==> src/rtl/dmem_arbiter_if.sv <==
// Request/response bundle for both dmem_arbiter ports.
// master = requesters (MEM stage, loader), slave = arbiter.
interface dmem_arbiter_if #(
  parameter int WIDTH = 32
);
  logic             req0_valid;
  logic             req0_ready;
  logic             req0_we;
  logic [WIDTH-1:0] req0_addr;
  logic [WIDTH-1:0] req0_wdata;
  logic             rsp0_valid;
  logic [WIDTH-1:0] rsp0_rdata;
  logic             rsp0_err;

  logic             req1_valid;
  logic             req1_ready;
  logic             req1_we;
  logic [WIDTH-1:0] req1_addr;
  logic [WIDTH-1:0] req1_wdata;
  logic             rsp1_valid;
  logic [WIDTH-1:0] rsp1_rdata;
  logic             rsp1_err;

  modport master (
    output req0_valid, req0_we,
    output req0_addr, req0_wdata,
    input  req0_ready,
    input  rsp0_valid, rsp0_rdata, rsp0_err,
    output req1_valid, req1_we,
    output req1_addr, req1_wdata,
    input  req1_ready,
    input  rsp1_valid, rsp1_rdata, rsp1_err
  );

  modport slave (
    input  req0_valid, req0_we,
    input  req0_addr, req0_wdata,
    output req0_ready,
    output rsp0_valid, rsp0_rdata, rsp0_err,
    input  req1_valid, req1_we,
    input  req1_addr, req1_wdata,
    output req1_ready,
    output rsp1_valid, rsp1_rdata, rsp1_err
  );
endinterface

==> src/rtl/dmem_arbiter.sv <==
// Two-port arbiter in front of the single-port data memory.
// Port 0 = MEM stage, port 1 = debug/loader; both on bus (slave).
// Ports: DataMemory_CLK, DataMemory_RST (async, active-low),
//   bus: reqN_* in / reqN_ready, rspN_* out,
//   mem_a/mem_wd/mem_we out, mem_rd in,
//   arb_stall_cnt: saturating count of stalled cycles.
// Option: DMEM_ARB_RR_EN selects round-robin, else fixed priority.
module dmem_arbiter #(
  parameter int WIDTH = 32,
  parameter int DEPTH = 100
) (
  input  logic             DataMemory_CLK,
  input  logic             DataMemory_RST,
  dmem_arbiter_if.slave    bus,
  output logic [WIDTH-1:0] mem_a,
  output logic [WIDTH-1:0] mem_wd,
  output logic             mem_we,
  input  logic [WIDTH-1:0] mem_rd,
  output logic [15:0]      arb_stall_cnt
);

  localparam logic [WIDTH-1:0] DEPTH_W = WIDTH'(DEPTH);

  logic gnt0;
  logic gnt1;
  logic ok0;
  logic ok1;
  logic stall;
  logic [15:0] stall_q;

`ifdef DMEM_ARB_RR_EN
  // prio = 0: port 0 wins a conflict; 1: port 1 wins
  logic prio;

  assign gnt0 = bus.req0_valid & (~bus.req1_valid | ~prio);
  assign gnt1 = bus.req1_valid & (~bus.req0_valid | prio);

  always_ff @(posedge DataMemory_CLK or negedge DataMemory_RST) begin
    if (!DataMemory_RST) begin
      prio <= 1'b0;
    end else if (gnt0) begin
      prio <= 1'b1;
    end else if (gnt1) begin
      prio <= 1'b0;
    end
  end
`else
  assign gnt0 = bus.req0_valid;
  assign gnt1 = bus.req1_valid & ~bus.req0_valid;
`endif

  assign bus.req0_ready = gnt0;
  assign bus.req1_ready = gnt1;

  assign ok0 = bus.req0_addr < DEPTH_W;
  assign ok1 = bus.req1_addr < DEPTH_W;

  // Port 0 owns the bus when idle so the address is never undriven
  assign mem_a  = gnt1 ? bus.req1_addr  : bus.req0_addr;
  assign mem_wd = gnt1 ? bus.req1_wdata : bus.req0_wdata;
  assign mem_we = (gnt0 & bus.req0_we & ok0)
                | (gnt1 & bus.req1_we & ok1);

  // At most one port can be ungranted, so this is a 0/1 step
  assign stall = (bus.req0_valid & ~gnt0)
               | (bus.req1_valid & ~gnt1);

  assign arb_stall_cnt = stall_q;

  // mem_rd is sampled at the write edge: writes return old data
  always_ff @(posedge DataMemory_CLK or negedge DataMemory_RST) begin
    if (!DataMemory_RST) begin
      bus.rsp0_valid <= 1'b0;
      bus.rsp0_rdata <= '0;
      bus.rsp0_err   <= 1'b0;
      bus.rsp1_valid <= 1'b0;
      bus.rsp1_rdata <= '0;
      bus.rsp1_err   <= 1'b0;
      stall_q        <= '0;
    end else begin
      bus.rsp0_valid <= gnt0;
      bus.rsp1_valid <= gnt1;
      if (gnt0) begin
        bus.rsp0_rdata <= ok0 ? mem_rd : '0;
        bus.rsp0_err   <= ~ok0;
      end
      if (gnt1) begin
        bus.rsp1_rdata <= ok1 ? mem_rd : '0;
        bus.rsp1_err   <= ~ok1;
      end
      if (stall && stall_q != 16'hFFFF) begin
        stall_q <= stall_q + 16'd1;
      end
    end
  end

endmodule

==> src/flat_wrapper.sv <==
// flat-port wrapper written by rule: the top's interface ports become plain ports
module dmem_arbiter_flat 
#(
  parameter int WIDTH = 32,
  parameter int DEPTH = 100
)
  (DataMemory_CLK, DataMemory_RST, mem_a, mem_wd, mem_we, mem_rd, arb_stall_cnt, bus_req0_valid, bus_req0_we, bus_req0_addr, bus_req0_wdata, bus_req0_ready, bus_rsp0_valid, bus_rsp0_rdata, bus_rsp0_err, bus_req1_valid, bus_req1_we, bus_req1_addr, bus_req1_wdata, bus_req1_ready, bus_rsp1_valid, bus_rsp1_rdata, bus_rsp1_err);
  dmem_arbiter_if #(.WIDTH(WIDTH)) bus_i ();
  input  logic DataMemory_CLK;
  input  logic DataMemory_RST;
  output logic [WIDTH-1:0] mem_a;
  output logic [WIDTH-1:0] mem_wd;
  output logic mem_we;
  input  logic [WIDTH-1:0] mem_rd;
  output logic [15:0] arb_stall_cnt;
  input wire logic [$bits(bus_i.req0_valid)-1:0] bus_req0_valid;
  input wire logic [$bits(bus_i.req0_we)-1:0] bus_req0_we;
  input wire logic [$bits(bus_i.req0_addr)-1:0] bus_req0_addr;
  input wire logic [$bits(bus_i.req0_wdata)-1:0] bus_req0_wdata;
  output wire logic [$bits(bus_i.req0_ready)-1:0] bus_req0_ready;
  output wire logic [$bits(bus_i.rsp0_valid)-1:0] bus_rsp0_valid;
  output wire logic [$bits(bus_i.rsp0_rdata)-1:0] bus_rsp0_rdata;
  output wire logic [$bits(bus_i.rsp0_err)-1:0] bus_rsp0_err;
  input wire logic [$bits(bus_i.req1_valid)-1:0] bus_req1_valid;
  input wire logic [$bits(bus_i.req1_we)-1:0] bus_req1_we;
  input wire logic [$bits(bus_i.req1_addr)-1:0] bus_req1_addr;
  input wire logic [$bits(bus_i.req1_wdata)-1:0] bus_req1_wdata;
  output wire logic [$bits(bus_i.req1_ready)-1:0] bus_req1_ready;
  output wire logic [$bits(bus_i.rsp1_valid)-1:0] bus_rsp1_valid;
  output wire logic [$bits(bus_i.rsp1_rdata)-1:0] bus_rsp1_rdata;
  output wire logic [$bits(bus_i.rsp1_err)-1:0] bus_rsp1_err;
  assign bus_i.req0_valid = bus_req0_valid;
  assign bus_i.req0_we = bus_req0_we;
  assign bus_i.req0_addr = bus_req0_addr;
  assign bus_i.req0_wdata = bus_req0_wdata;
  assign bus_req0_ready = bus_i.req0_ready;
  assign bus_rsp0_valid = bus_i.rsp0_valid;
  assign bus_rsp0_rdata = bus_i.rsp0_rdata;
  assign bus_rsp0_err = bus_i.rsp0_err;
  assign bus_i.req1_valid = bus_req1_valid;
  assign bus_i.req1_we = bus_req1_we;
  assign bus_i.req1_addr = bus_req1_addr;
  assign bus_i.req1_wdata = bus_req1_wdata;
  assign bus_req1_ready = bus_i.req1_ready;
  assign bus_rsp1_valid = bus_i.rsp1_valid;
  assign bus_rsp1_rdata = bus_i.rsp1_rdata;
  assign bus_rsp1_err = bus_i.rsp1_err;
  dmem_arbiter #(.WIDTH(WIDTH), .DEPTH(DEPTH)) u_core (.DataMemory_CLK(DataMemory_CLK), .DataMemory_RST(DataMemory_RST), .bus(bus_i), .mem_a(mem_a), .mem_wd(mem_wd), .mem_we(mem_we), .mem_rd(mem_rd), .arb_stall_cnt(arb_stall_cnt));
endmodule
==> config.mk <==
export PLATFORM = sky130hd
export DESIGN_NAME = dmem_arbiter_flat
export DESIGN_NICKNAME = d
export VERILOG_FILES = /design/src/rtl/dmem_arbiter_if.sv /design/src/rtl/dmem_arbiter.sv /design/src/flat_wrapper.sv
export SDC_FILE = /design/constraint.sdc
export NUM_CORES = 1
export LEC_CHECK = 0
export ABC_AREA = 1
export ABC_CLOCK_PERIOD_IN_PS = 1900
export BUFFER_PORTS_ARGS = -buffer_cell sky130_fd_sc_hd__buf_2
export CORE_AREA = 2 2 123 125
export DETAILED_ROUTE_END_ITERATION = 16
export DIE_AREA = 0 0 125 127
export GPL_ROUTABILITY_DRIVEN = 0
export GPL_TIMING_DRIVEN = 0
export PLACE_DENSITY = 0.65
export RECOVER_POWER = 50
export SLEW_MARGIN = 40
export SYNTH_ARGS = -nofsm -noshare
export SYNTH_HDL_FRONTEND = slang
export SYNTH_SLANG_ARGS = --single-unit
export TNS_END_PERCENT = 1
==> constraint.sdc <==
create_clock -name DataMemory_CLK -period 1.9 [get_ports DataMemory_CLK]
set_input_delay 0.19 -clock DataMemory_CLK [delete_from_list [all_inputs] [get_ports DataMemory_CLK]]
set_output_delay 0.19 -clock DataMemory_CLK [all_outputs]
set_load 0.005 [all_outputs]
Word-level counts from Yosys, hierarchy flattened. Cells that the tools add are included.

Bits in registers: 84. Bits of input ports: 166. Output and inout bits: 151. Word-level logic and storage cells: 27.

Add/subtract/negate cells: 1. Magnitude comparators: 2. Equal/unequal tests: 1. Muxes and demuxes: 4. Bitwise operators: 11. Reductions and logical operators: 1.

Operators by type and width (count): 32-bit two-way mux (4); 32-bit by 7-bit < comparator with 1-bit output (second input constant) (2); 16-bit by 1-bit adder with 16-bit output (second input constant) (1); 16-bit inequality test (second input constant) (1); 1-bit bitwise AND (6); 1-bit inverter (4); 1-bit logical AND (1); 1-bit bitwise OR (1).

Depth between registers and ports, before layout. Gate-level depths: netlist of run 1.

Depth after elaboration: 5. Gate-level depth with buffers: 10.

Worst setup path before layout of run 1. No wires, ideal clock.

Kind: reg2reg. Start: register u_core.stall_q[0] (netlist: u_core.arb_stall_cnt[0]). End: register u_core.stall_q[3] (netlist: u_core.arb_stall_cnt[3]). Data arrival time: 1.395 ns. Setup slack: 0.388 ns. Cell stages (with the launch flop): 10. Buffers on the path: 1. Period minus slack after synthesis: 1.512 ns. Cells stage by stage: dfrtp_1 > ha_1 > nand3_4 > nor2_4 > nand2_4 > nand2_8 > inv_4 > buf_6 > nand2_1 > nand2_1.

Cells in the longest elaborated chain, start to end: 2.

RTL lines: from (decl) (line dmem_arbiter.sv:29) `logic [15:0] stall_q;`; from (signal assigned) (line dmem_arbiter.sv:92) `stall_q <= stall_q + 16'd1;`; parallel branches: the longest is 2 deep, another holds 16-bit by 1-bit adder with 16-bit output.

Several ways; the timed one is not identified. A chain may end at the register's enable or synchronous reset.

Worst setup path after layout of run 1.
Start: input port bus_req1_addr[13]. End: output port mem_we.

Cells in the longest elaborated chain, start to end: 3.

RTL lines: from (decl) (line flat_wrapper.sv:26) `input wire logic [$bits(bus_i.req1_addr)-1:0] bus_req1_addr;`; 32-bit by 7-bit < comparator with 1-bit output (line dmem_arbiter.sv:56) `assign ok1 = bus.req1_addr < DEPTH_W;`; 1-bit bitwise AND (line dmem_arbiter.sv:62) `| (gnt1 & bus.req1_we & ok1);`; 1-bit bitwise OR (line dmem_arbiter.sv:62); to (decl) (line flat_wrapper.sv:13) `output logic mem_we;`.

Every way passes these cells.

==> impl_metrics.py, run 1 <==
metrics = {
    "place": {
        "dp.cells": 1204,
        "hpwl_um": 15260,
        "port_buffers": 316,
    },
    "clocking": {
        "clockBufferDepth": 2,
        "clk_latency_ns": 0.34,
        "cts_sinks": 84,
        "cts_buffers": 9,
        "htreeDepth": 3,
        "cts_tree": "yes",
        "cts_setup_buffers": 0,
        "clockRootBuffer": "clkbuf_16",
        "path_clk_slew_ns": 0.06,
    },
    "logic_synthesis": {
        "syn_nets": 870,
        "synth_top_cell_area_share_pct": 44.48,
        "yosys_warnings": 0,
        "syn_avg_cell_area_um2": 6.722,
        "synth_area_leaders": "dfrtp_1, nand2_1, nand3_1",
        "ys_types": 23,
        "synth_area_leader_cell": "dfrtp_1",
        "netlist_instances": 703,
        "syn_area_um2": 4726,
        "synth_seq_cells": 84,
        "synth_sequential_area_ratio_pct": 44.48,
    },
    "die": {
        "die_x_um": 125,
        "start_util_pct": 32.76,
        "ios": 317,
        "die_area_um2": 15880,
        "die_h_um": 127,
        "rows": 44,
        "fp.coreArea_um2": 14420,
    },
    "outcome": {
        "status": "complete, no violations",
    },
    "pwr": {
        "ir_drop_uv": 410.6,
        "p_per_area_nw_per_um2": 671.1,
        "leakagePower_uw": 0.004143,
        "power_uw": 4581,
    },
    "timing": {
        "fin_crit_ns": 1.763,
        "setup_viol": 0,
        "finalClockSkew_ns": 0.003949,
        "tns_ns": 0,
        "slew_headroom_pct": 50.59,
        "rsz0062_at_grt": "false",
        "final_max_slew_viol_count": 0,
        "hold_violations": 0,
        "min_period_over_period_pct": 92.80,
        "fmax_mhz": 567.2,
        "whs_ns": 0.03660,
        "worst_pin_slew_ns": 0.7412,
    },
    "layout": {
        "area_growth_pct": 44.43,
        "final_util_pct": 47.32,
        "nNetsFinal": 1199,
        "stdcell_count": 1224,
        "drive_gt1_share_pct": 30.89,
    },
    "routing": {
        "ant_nets": 0,
        "wl_per_cell_um": 15.71,
        "vias_per_cell": 4.644,
        "drtIter0Drc": 333,
        "dr.pass1.iters": 7,
        "drt-total-wl_um": 19230,
        "via_count": 5684,
        "drcViolationCount": 0,
    },
    "global_route": {
        "grt_max_degree": 60,
        "grt-ovfl-total": 0,
        "grt_pass1_wl_um": 29870,
        "grt_usage_pct": 24.04,
        "antenna_found_initial": 4,
        "grt_pass1_vias": 5474,
    },
    "critical_path": {
        "path_class": "primary input to output pin",
        "cp-end-kind": "output pin",
        "worst_ep_required_time_ns": 1.71,
        "critPathArrivalTime_ns": 1.57,
        "critPathLaunchType": "primary input",
        "critPathMaxFanout": 10,
    },
    "job": {
        "cap_violations": 0,
    },
    "worst_hold_path": {
        "hp-class": "primary input to flip-flop",
    },
}
## repair_timing
| item | CTS | global route |
|---|---|---|
| setup endpoints to repair | 1 | 1 |
| hold endpoints to repair | 25 | 0 |
| resized for setup | 1 | 1 |
| pin swaps | 0 | 0 |
| hold buffers | 1 | 0 |
## layout make-up
class	count	area [um^2]
fill	1532	7599
multi-input combinational	543	2293
sequential	84	2102
timing repair buffer	318	1538
tap	184	230.2
clock buffer	9	225.2
buffer	35	181.4
inverter	41	156.4
clock inverter	6	88.84
antenna	4	10.01
## synth_stat cells (all sizes together)
| cell | count |
|---|---|
| a21oi | 2 |
| buf | 26 |
| clkbuf | 9 |
| dfrtp | 84 |
| ha | 1 |
| inv | 41 |
| nand2 | 376 |
| nand3 | 75 |
| nand4 | 10 |
| nor2 | 50 |
| o21a | 1 |
| o21ai | 22 |
| xnor2 | 6 |
## metrics by stage
step	setup slack (ns)	area [um^2]
after floorplan	0.3884	4726
final	0.1368	6825
after CTS	0.07638	6900
after global routing	0.002010	6823
after detailed placement	0.01161	6571
after global placement	-0.1585	6538
## placed cells by master (no fill, tap or decap), types with 2 or more instances in the layout
cell / synthesis / final
xnor2_1: 6 / 6
clkinvlp_4: 0 / 2
o21ai_0: 22 / 22
clkbuf_1: 9 / 57
diode_2: 0 / 4
bufinv_16: 0 / 2
nor2_1: 46 / 46
inv_2: 2 / 2
buf_2: 23 / 288
nand2_1: 373 / 373
clkbuf_4: 0 / 2
buf_6: 2 / 2
a21oi_1: 2 / 2
inv_1: 38 / 38
nand3_1: 74 / 74
nor2_4: 2 / 3
clkbuf_16: 0 / 9
nand4_1: 10 / 10
dfrtp_1: 84 / 84
## cells by family (layout without fill, tap and decap cells)
logic type | count (synthesis) | count (layout) | share of synthesized area (%)
xor+xnor | 6 | 6 | 1.112
buf+inv | 76 | 409 | 7.096
fa+ha+maj | 1 | 1 | 0.2647
simple gates | 511 | 511 | 44.35
flops | 84 | 84 | 44.48
other cells | 0 | 4 | 0
compound gates | 25 | 25 | 2.701
## metal layers
metal	up-vias	routed length (um)	global-route usage (%)
li1	2847	-	-
met1	2583	8123	30.69
met2	230	9210	39.45
met3	24	1438	6.658
met4	0	452	8.431
met5	-	0	0
## power by group
part           internal, uW  switching, uW  leakage [uW]
clock network          1150            748      0.000148
registers              1830           76.0       0.00115
logic                   350            434       0.00284
total                  3320           1260       0.00414
## worst max-delay path, cell delays in order
cell	delay, ns
buf_2	0.10
nor2_1	0.20
nand2_1	0.10
nor2_1	0.12
nand2_1	0.09
nor2_4	0.22
buf_2	0.27
nand3_1	0.09
nand2_1	0.06
buf_2	0.12
## registers in the layout, summed over array words and instances (netlist names)
name and count:
u_core.bus.rsp0_rdata 32, u_core.bus.rsp1_rdata 32, u_core.arb_stall_cnt 16, u_core.bus.rsp0_err 1, u_core.bus.rsp0_valid 1, u_core.bus.rsp1_err 1
u_core.bus.rsp1_valid 1
## path summary, 6_finish.rpt
kind                                                start                         to  slack (ns)  depth (start not counted)
worst max-delay path                    bus_req1_addr[13]                     mem_we        0.14                         10
worst min-delay path                       bus_req0_valid      u_core.bus.rsp0_valid        0.04                          1
worst max register to register    u_core.arb_stall_cnt[0]    u_core.arb_stall_cnt[3]        0.18                          9
worst min register to register  u_core.bus.rsp0_rdata[23]  u_core.bus.rsp0_rdata[23]        0.48                          2
max in group asynchronous                  DataMemory_RST  u_core.bus.rsp1_rdata[10]        0.28                          3
min in group asynchronous                  DataMemory_RST      u_core.bus.rsp1_valid        0.42                          2
(Power assumes the default switching activity.)
==> run 2: changes to the inputs <==
--- a/config.mk
+++ b/config.mk
@@ -8,12 +8,12 @@
 export ABC_AREA = 1
 export ABC_CLOCK_PERIOD_IN_PS = 1900
 export BUFFER_PORTS_ARGS = -buffer_cell sky130_fd_sc_hd__buf_2
-export CORE_AREA = 2 2 123 125
+export CORE_AREA = 2 2 124 126
+export CTS_BUF_LIST = sky130_fd_sc_hd__clkbuf_4
 export DETAILED_ROUTE_END_ITERATION = 16
-export DIE_AREA = 0 0 125 127
+export DIE_AREA = 0 0 126 128
 export GPL_ROUTABILITY_DRIVEN = 0
 export GPL_TIMING_DRIVEN = 0
-export PLACE_DENSITY = 0.65
 export RECOVER_POWER = 50
 export SLEW_MARGIN = 40
 export SYNTH_ARGS = -nofsm -noshare
==> run 2 against run 1 <==
Compared with the run above:
- critical path depth decreased by 3
- first-iteration DRC count increased by 11%
- combinational power increased by 9.3%
- sequential share of layout area decreased by 0.76 points
- utilization decreased by 0.24 points
- wire length increased by 5.1%
- critical endpoint is now mem_a[16]
- register-to-register slack improved by 0.04 ns
- critical path type unchanged
- non-clock buffer count increased by 33
- maximum frequency decreased by 0.98%
- via count increased by 1.3%
==> impl_metrics.py, run 2 (same netlist as run 1, synthesis figures left out) <==
metrics = {
    "critical_path": {
        "cp_num_buf_inv": 4,
        "critPathLaunchType": "primary input",
        "reg2reg_depth": 9,
        "worst_ep_required_time_ns": 1.71,
        "timing.rr.end": "u_core.arb_stall_cnt[11]",
        "r2r-start": "u_core.arb_stall_cnt[0]",
        "path_common_cell": "buf_2",
        "critical-path-top-delay-family": "buffers and inverters",
        "endpoint": "mem_a[16]",
        "startpoint": "bus_req0_valid",
        "cp-end-kind": "output pin",
        "critPathMaxFanout": 10,
        "path_depth": 7,
        "path_cells": "buf_2, inv_2, nand2_2, clkbuf_1, nand2_1, o21ai_0, buf_2",
        "critPathMaxStageDelay_ns": 0.59,
        "critPathArrivalTime_ns": 1.59,
        "path_class": "primary input to output pin",
        "worst_path_max_delay_cell": "clkbuf_1",
        "reg2reg_slack_ns": 0.22,
    },
    "pwr": {
        "power_uw": 3697,
        "ir_drop_uv": 308.9,
        "leakagePower_uw": 0.004304,
        "p_per_area_nw_per_um2": 528.3,
    },
    "die": {
        "die_x_um": 126,
        "fp.coreArea_um2": 14860,
        "die_h_um": 128,
        "ios": 317,
        "start_util_pct": 31.79,
        "die_area_um2": 16130,
        "rows": 45,
    },
    "routing": {
        "drtIter0Drc": 369,
        "vias_per_cell": 4.580,
        "drcViolationCount": 0,
        "dr.pass1.iters": 5,
        "drt-total-wl_um": 20200,
        "via_count": 5757,
        "ant_nets": 0,
        "wl_per_cell_um": 16.07,
    },
    "clocking": {
        "cts_sinks": 84,
        "clockRootBuffer": "clkbuf_4",
        "htreeDepth": 3,
        "cts_tree": "yes",
        "clockBufferDepth": 2,
        "cts_buffers": 9,
        "path_clk_slew_ns": 0.13,
        "clk_latency_ns": 0.46,
        "cts_setup_buffers": 0,
    },
    "global_route": {
        "grt-ovfl-total": 0,
        "grt_max_degree": 50,
        "antenna_found_initial": 0,
        "grt_pass1_wl_um": 30480,
        "grt_usage_pct": 24.58,
        "grt_pass1_vias": 5522,
    },
    "timing": {
        "rsz0062_at_grt": "false",
        "min_period_over_period_pct": 93.72,
        "slew_headroom_pct": 31.21,
        "fin_crit_ns": 1.781,
        "setup_viol": 0,
        "fmax_mhz": 561.6,
        "hold_violations": 0,
        "worst_pin_slew_ns": 1.032,
        "finalClockSkew_ns": 0.005705,
        "final_max_slew_viol_count": 0,
    },
    "place": {
        "port_buffers": 316,
        "dp.cells": 1208,
        "hpwl_um": 15840,
        "place_area_um2": 6576,
    },
    "layout": {
        "layout_common_cells": "nand2_1, buf_2, dfrtp_1, nand3_1, nor2_1",
        "antennaDiodeCount": 0,
        "final_area_um2": 6998,
        "mostFrequentLayoutCell": "nand2_1",
        "final_util_pct": 47.08,
        "nNetsFinal": 1232,
        "stdcell_count": 1257,
        "area_growth_pct": 48.08,
        "drive_gt1_share_pct": 32.27,
    },
    "worst_hold_path": {
        "hp-class": "primary input to flip-flop",
    },
    "outcome": {
        "status": "complete, no violations",
    },
    "job": {
        "cap_violations": 0,
    },
}
==> run 2: changes by cell type in the layout (fill, tap and decap cells not counted), sizes merged <==
cell,change
clkinvlp,+1
dlygate4sd3,+33
clkbuf,-21
bufinv,-2
diode,-4
inv,-1
buf,+23
==> run 2: how the worst min path moves through the flow <==
| stage | startpoint | end | slack [ns] | cells past startpoint |
|---|---|---|---|---|
| 2_1_floorplan | DataMemory_RST | u_core.arb_stall_cnt[0] | -0.11 | 0 |
| 3_3_place_gp | bus_req0_valid | u_core.bus.rsp0_valid | 0.40 | 1 |
| 3_5_place_dp | DataMemory_RST | u_core.arb_stall_cnt[13] | 0.12 | 1 |
| 4_1_cts | bus_req0_valid | u_core.bus.rsp0_err | 0.05 | 3 |
| 5_1_grt | bus_req0_valid | u_core.bus.rsp0_err | 0.05 | 3 |
| 6_report | bus_req0_valid | u_core.bus.rsp0_err | 0.08 | 3 |
==> run 2: worst register-to-register path, cell delays in order (launching register included) <==
cell and delay (ns):
dfrtp_1 0.49, ha_1 0.32, nand3_4 0.13, nor2_4 0.19, nand2_4 0.09, nand2_8 0.10, inv_4 0.04, buf_6 0.13
nand2_1 0.06, nand2_1 0.04
==> run 2: where the power goes <==
part / leakage (uW) / switching (uW) / internal [uW] / total [uW]
clock: 0.0000550 / 651 / 289 / 940
sequential: 0.00115 / 74.4 / 1830 / 1900
combinational: 0.00309 / 457 / 399 / 857
total: 0.00430 / 1180 / 2510 / 3700
==> run 2: routing by layer <==
layer  global-route usage [%]  share of wire, %  vias up
li1                         -                 -     2898
met1                    31.77                43     2624
met2                    41.65                49      215
met3                    5.676               7.2       20
met4                    6.593               1.7        0
met5                        0                 0        -
==> run 2: metrics by stage <==
stage / setup TNS (ns) / setup slack (ns) / hold slack, ns
5_1_grt: 0 / 0.009445 / 0.05070
3_5_place_dp: 0 / 0.07732 / 0.1243
3_3_place_gp: -16.71 / -0.2090 / 0.4034
4_1_cts: 0 / 0.08045 / 0.04710
6_report: 0 / 0.1193 / 0.08151
2_1_floorplan: 0 / 0.3884 / -0.1056
==> run 2: final cells by class <==
| type | count | area, um^2 |
|---|---|---|
| fill | 1593 | 7866 |
| multi-input combinational | 543 | 2293 |
| sequential | 84 | 2102 |
| timing repair buffer | 351 | 1919 |
| tap | 188 | 235.2 |
| buffer | 35 | 181.4 |
| inverter | 41 | 156.4 |
| clock buffer | 11 | 82.58 |
| clock inverter | 4 | 27.53 |
==> run 2: repair_timing <==
item                                    in CTS  in global routing
hold buffers                                34                  0
endpoints found under the setup margin       0                  2
resized for setup                            0                  4
hold endpoints to repair                   149                  0
==> run 3: changes to the inputs <==
--- a/config.mk
+++ b/config.mk
@@ -9,7 +9,7 @@
 export ABC_CLOCK_PERIOD_IN_PS = 1900
 export BUFFER_PORTS_ARGS = -buffer_cell sky130_fd_sc_hd__buf_2
 export CORE_AREA = 2 2 124 126
-export CTS_BUF_LIST = sky130_fd_sc_hd__clkbuf_4
+export CTS_BUF_LIST = sky130_fd_sc_hd__clkbuf_4 sky130_fd_sc_hd__clkbuf_8
 export DETAILED_ROUTE_END_ITERATION = 16
 export DIE_AREA = 0 0 126 128
 export GPL_ROUTABILITY_DRIVEN = 0
==> run 3 against run 2 <==
Compared with the run above:
- cell area shrank 4.2%
- global-route usage down 0.27 points
- die area did not move
- utilization down 2.0 points
- via count down 2.8%
- combinational power fell by 6.8%
- first-iteration DRC count down 12%
==> impl_metrics.py, run 3 (same netlist as run 1, synthesis figures left out) <==
metrics = {
    "global_route": {
        "grt_usage_pct": 24.31,
        "grt_pass1_vias": 5339,
        "gr-usage-met1_pct": 31.06,
        "grt_max_degree": 50,
        "antenna_found_initial": 0,
        "grt.busiest_layer": "met2",
        "met3_usage_pct": 7.304,
        "grt_pass1_wl_um": 29880,
        "grt-ovfl-total": 0,
        "grt_use_met2_pct": 40.67,
    },
    "critical_path": {
        "critPathArrivalTime_ns": 1.56,
        "cp_num_buf_inv": 4,
        "worst_path_max_delay_cell": "clkbuf_1",
        "critPathMaxFanout": 10,
        "worst_ep_required_time_ns": 1.71,
        "r2r-start": "u_core.arb_stall_cnt[0]",
        "path_class": "primary input to output pin",
        "critPathLaunchType": "primary input",
        "startpoint": "bus_req0_valid",
        "path_common_cell": "buf_2",
        "critical-path-top-delay-family": "buffers and inverters",
        "path_cells": "buf_2, inv_2, nand2_2, clkbuf_1, nand2_1, o21ai_0, buf_2",
        "critPathMaxStageDelay_ns": 0.55,
        "cp-end-kind": "output pin",
    },
    "routing": {
        "dr.pass1.iters": 5,
        "ant_nets": 0,
        "drtIter0Drc": 324,
        "wl_per_cell_um": 16.27,
        "vias_per_cell": 4.568,
        "via_count": 5596,
        "drt-total-wl_um": 19930,
        "drcViolationCount": 0,
    },
    "die": {
        "ios": 317,
        "start_util_pct": 31.79,
        "die_area_um2": 16130,
        "die_h_um": 128,
        "die_x_um": 126,
        "fp.coreArea_um2": 14860,
        "rows": 45,
    },
    "timing": {
        "finalClockSkew_ns": 0.002831,
        "layout_setup_ws_ns": 0.1506,
        "min_period_over_period_pct": 92.07,
        "fin_crit_ns": 1.749,
        "fmax_mhz": 571.6,
        "slew_headroom_pct": 30.94,
        "whs_ns": 0.04446,
        "setup_viol": 0,
        "hold_violations": 0,
        "rsz0062_at_grt": "false",
        "final_max_slew_viol_count": 0,
        "worst_pin_slew_ns": 1.036,
    },
    "pwr": {
        "p_per_area_nw_per_um2": 577.6,
        "leakagePower_uw": 0.004087,
        "ir_drop_uv": 409.8,
        "power_uw": 3872,
    },
    "clocking": {
        "cts_buffers": 9,
        "cts_sinks": 84,
        "cts_tree": "yes",
        "clockRootBuffer": "clkbuf_8",
        "cts_setup_buffers": 0,
        "clockBufferDepth": 2,
        "htreeDepth": 3,
        "path_clk_slew_ns": 0.09,
        "clk_latency_ns": 0.37,
    },
    "place": {
        "post-place-ws_ns": 0.07732,
        "port_buffers": 316,
        "place_area_um2": 6576,
        "hpwl_um": 15840,
    },
    "layout": {
        "area_growth_pct": 41.86,
        "antennaDiodeCount": 0,
        "fill_cells": 1630,
        "nNetsFinal": 1200,
        "multi_input_area_um2": 2293,
        "seqCellArea_um2": 2102,
        "drive_gt1_share_pct": 30.95,
        "layout_common_cells": "nand2_1, buf_2, dfrtp_1, nand3_1, clkbuf_1",
        "final_util_pct": 45.10,
        "final_area_um2": 6704,
        "mostFrequentLayoutCell": "nand2_1",
    },
    "worst_hold_path": {
        "hp-class": "primary input to flip-flop",
        "hold_start": "mem_rd[23]",
    },
    "job": {
        "cap_violations": 0,
    },
    "outcome": {
        "status": "complete, no violations",
    },
}
[run 3: routing by layer]
metal / share of wire [%] / up-vias / routed length (um)
met3: 7.9 / 16 / 1577
met2: 48 / 212 / 9607
li1: - / 2829 / -
met5: 0 / - / 0
met1: 43 / 2539 / 8470
met4: 1.4 / 0 / 273
[run 3: layout make-up]
type                            instances  area share, %
Clock buffer                           11          2.072
Timing Repair Buffer                  319          23.39
Inverter                               41          2.333
Tap cell                              188          3.509
Buffer                                 35          2.725
Multi-Input combinational cell        543          34.21
Sequential cell                        84          31.36
Clock inverter                          4         0.4106
[run 3: metrics by stage]
stage	TNS (ns)	std cells
2_1_floorplan	0	703
3_3_place_gp	-16.71	1207
3_5_place_dp	0	1208
4_1_cts	0	1225
5_1_grt	0	1225
6_report	0	1225
[run 3: power breakdown]
part	internal [uW]	leakage (uW)	switching, uW
sequential	1820	0.00115	75.5
combinational	356	0.00285	443
clock	495	0.0000783	678
total	2680	0.00409	1200
[run 3: tightest hold or removal path, cell delays in order]
cell,delay (ns)
buf_2,0.09
nand3_1,0.06
nand2_1,0.05
[run 3: path summary, 6_finish.rpt]
path	endpoint	slack [ns]	cells past startpoint
setup / recovery	mem_a[16]	0.15	7
hold / removal	u_core.bus.rsp1_rdata[23]	0.04	3
max in group asynchronous	u_core.bus.rsp1_rdata[3]	0.58	3
min in group asynchronous	u_core.arb_stall_cnt[13]	0.54	2
setup reg to reg	u_core.arb_stall_cnt[13]	0.21	9
hold reg to reg	u_core.bus.rsp1_rdata[1]	0.48	2
[run 3: repair_timing]
item                                    CTS  global route
endpoints found under the setup margin    0             2
hold endpoints to repair                 36             0
resized for setup                         0             4
hold buffers                              2             0
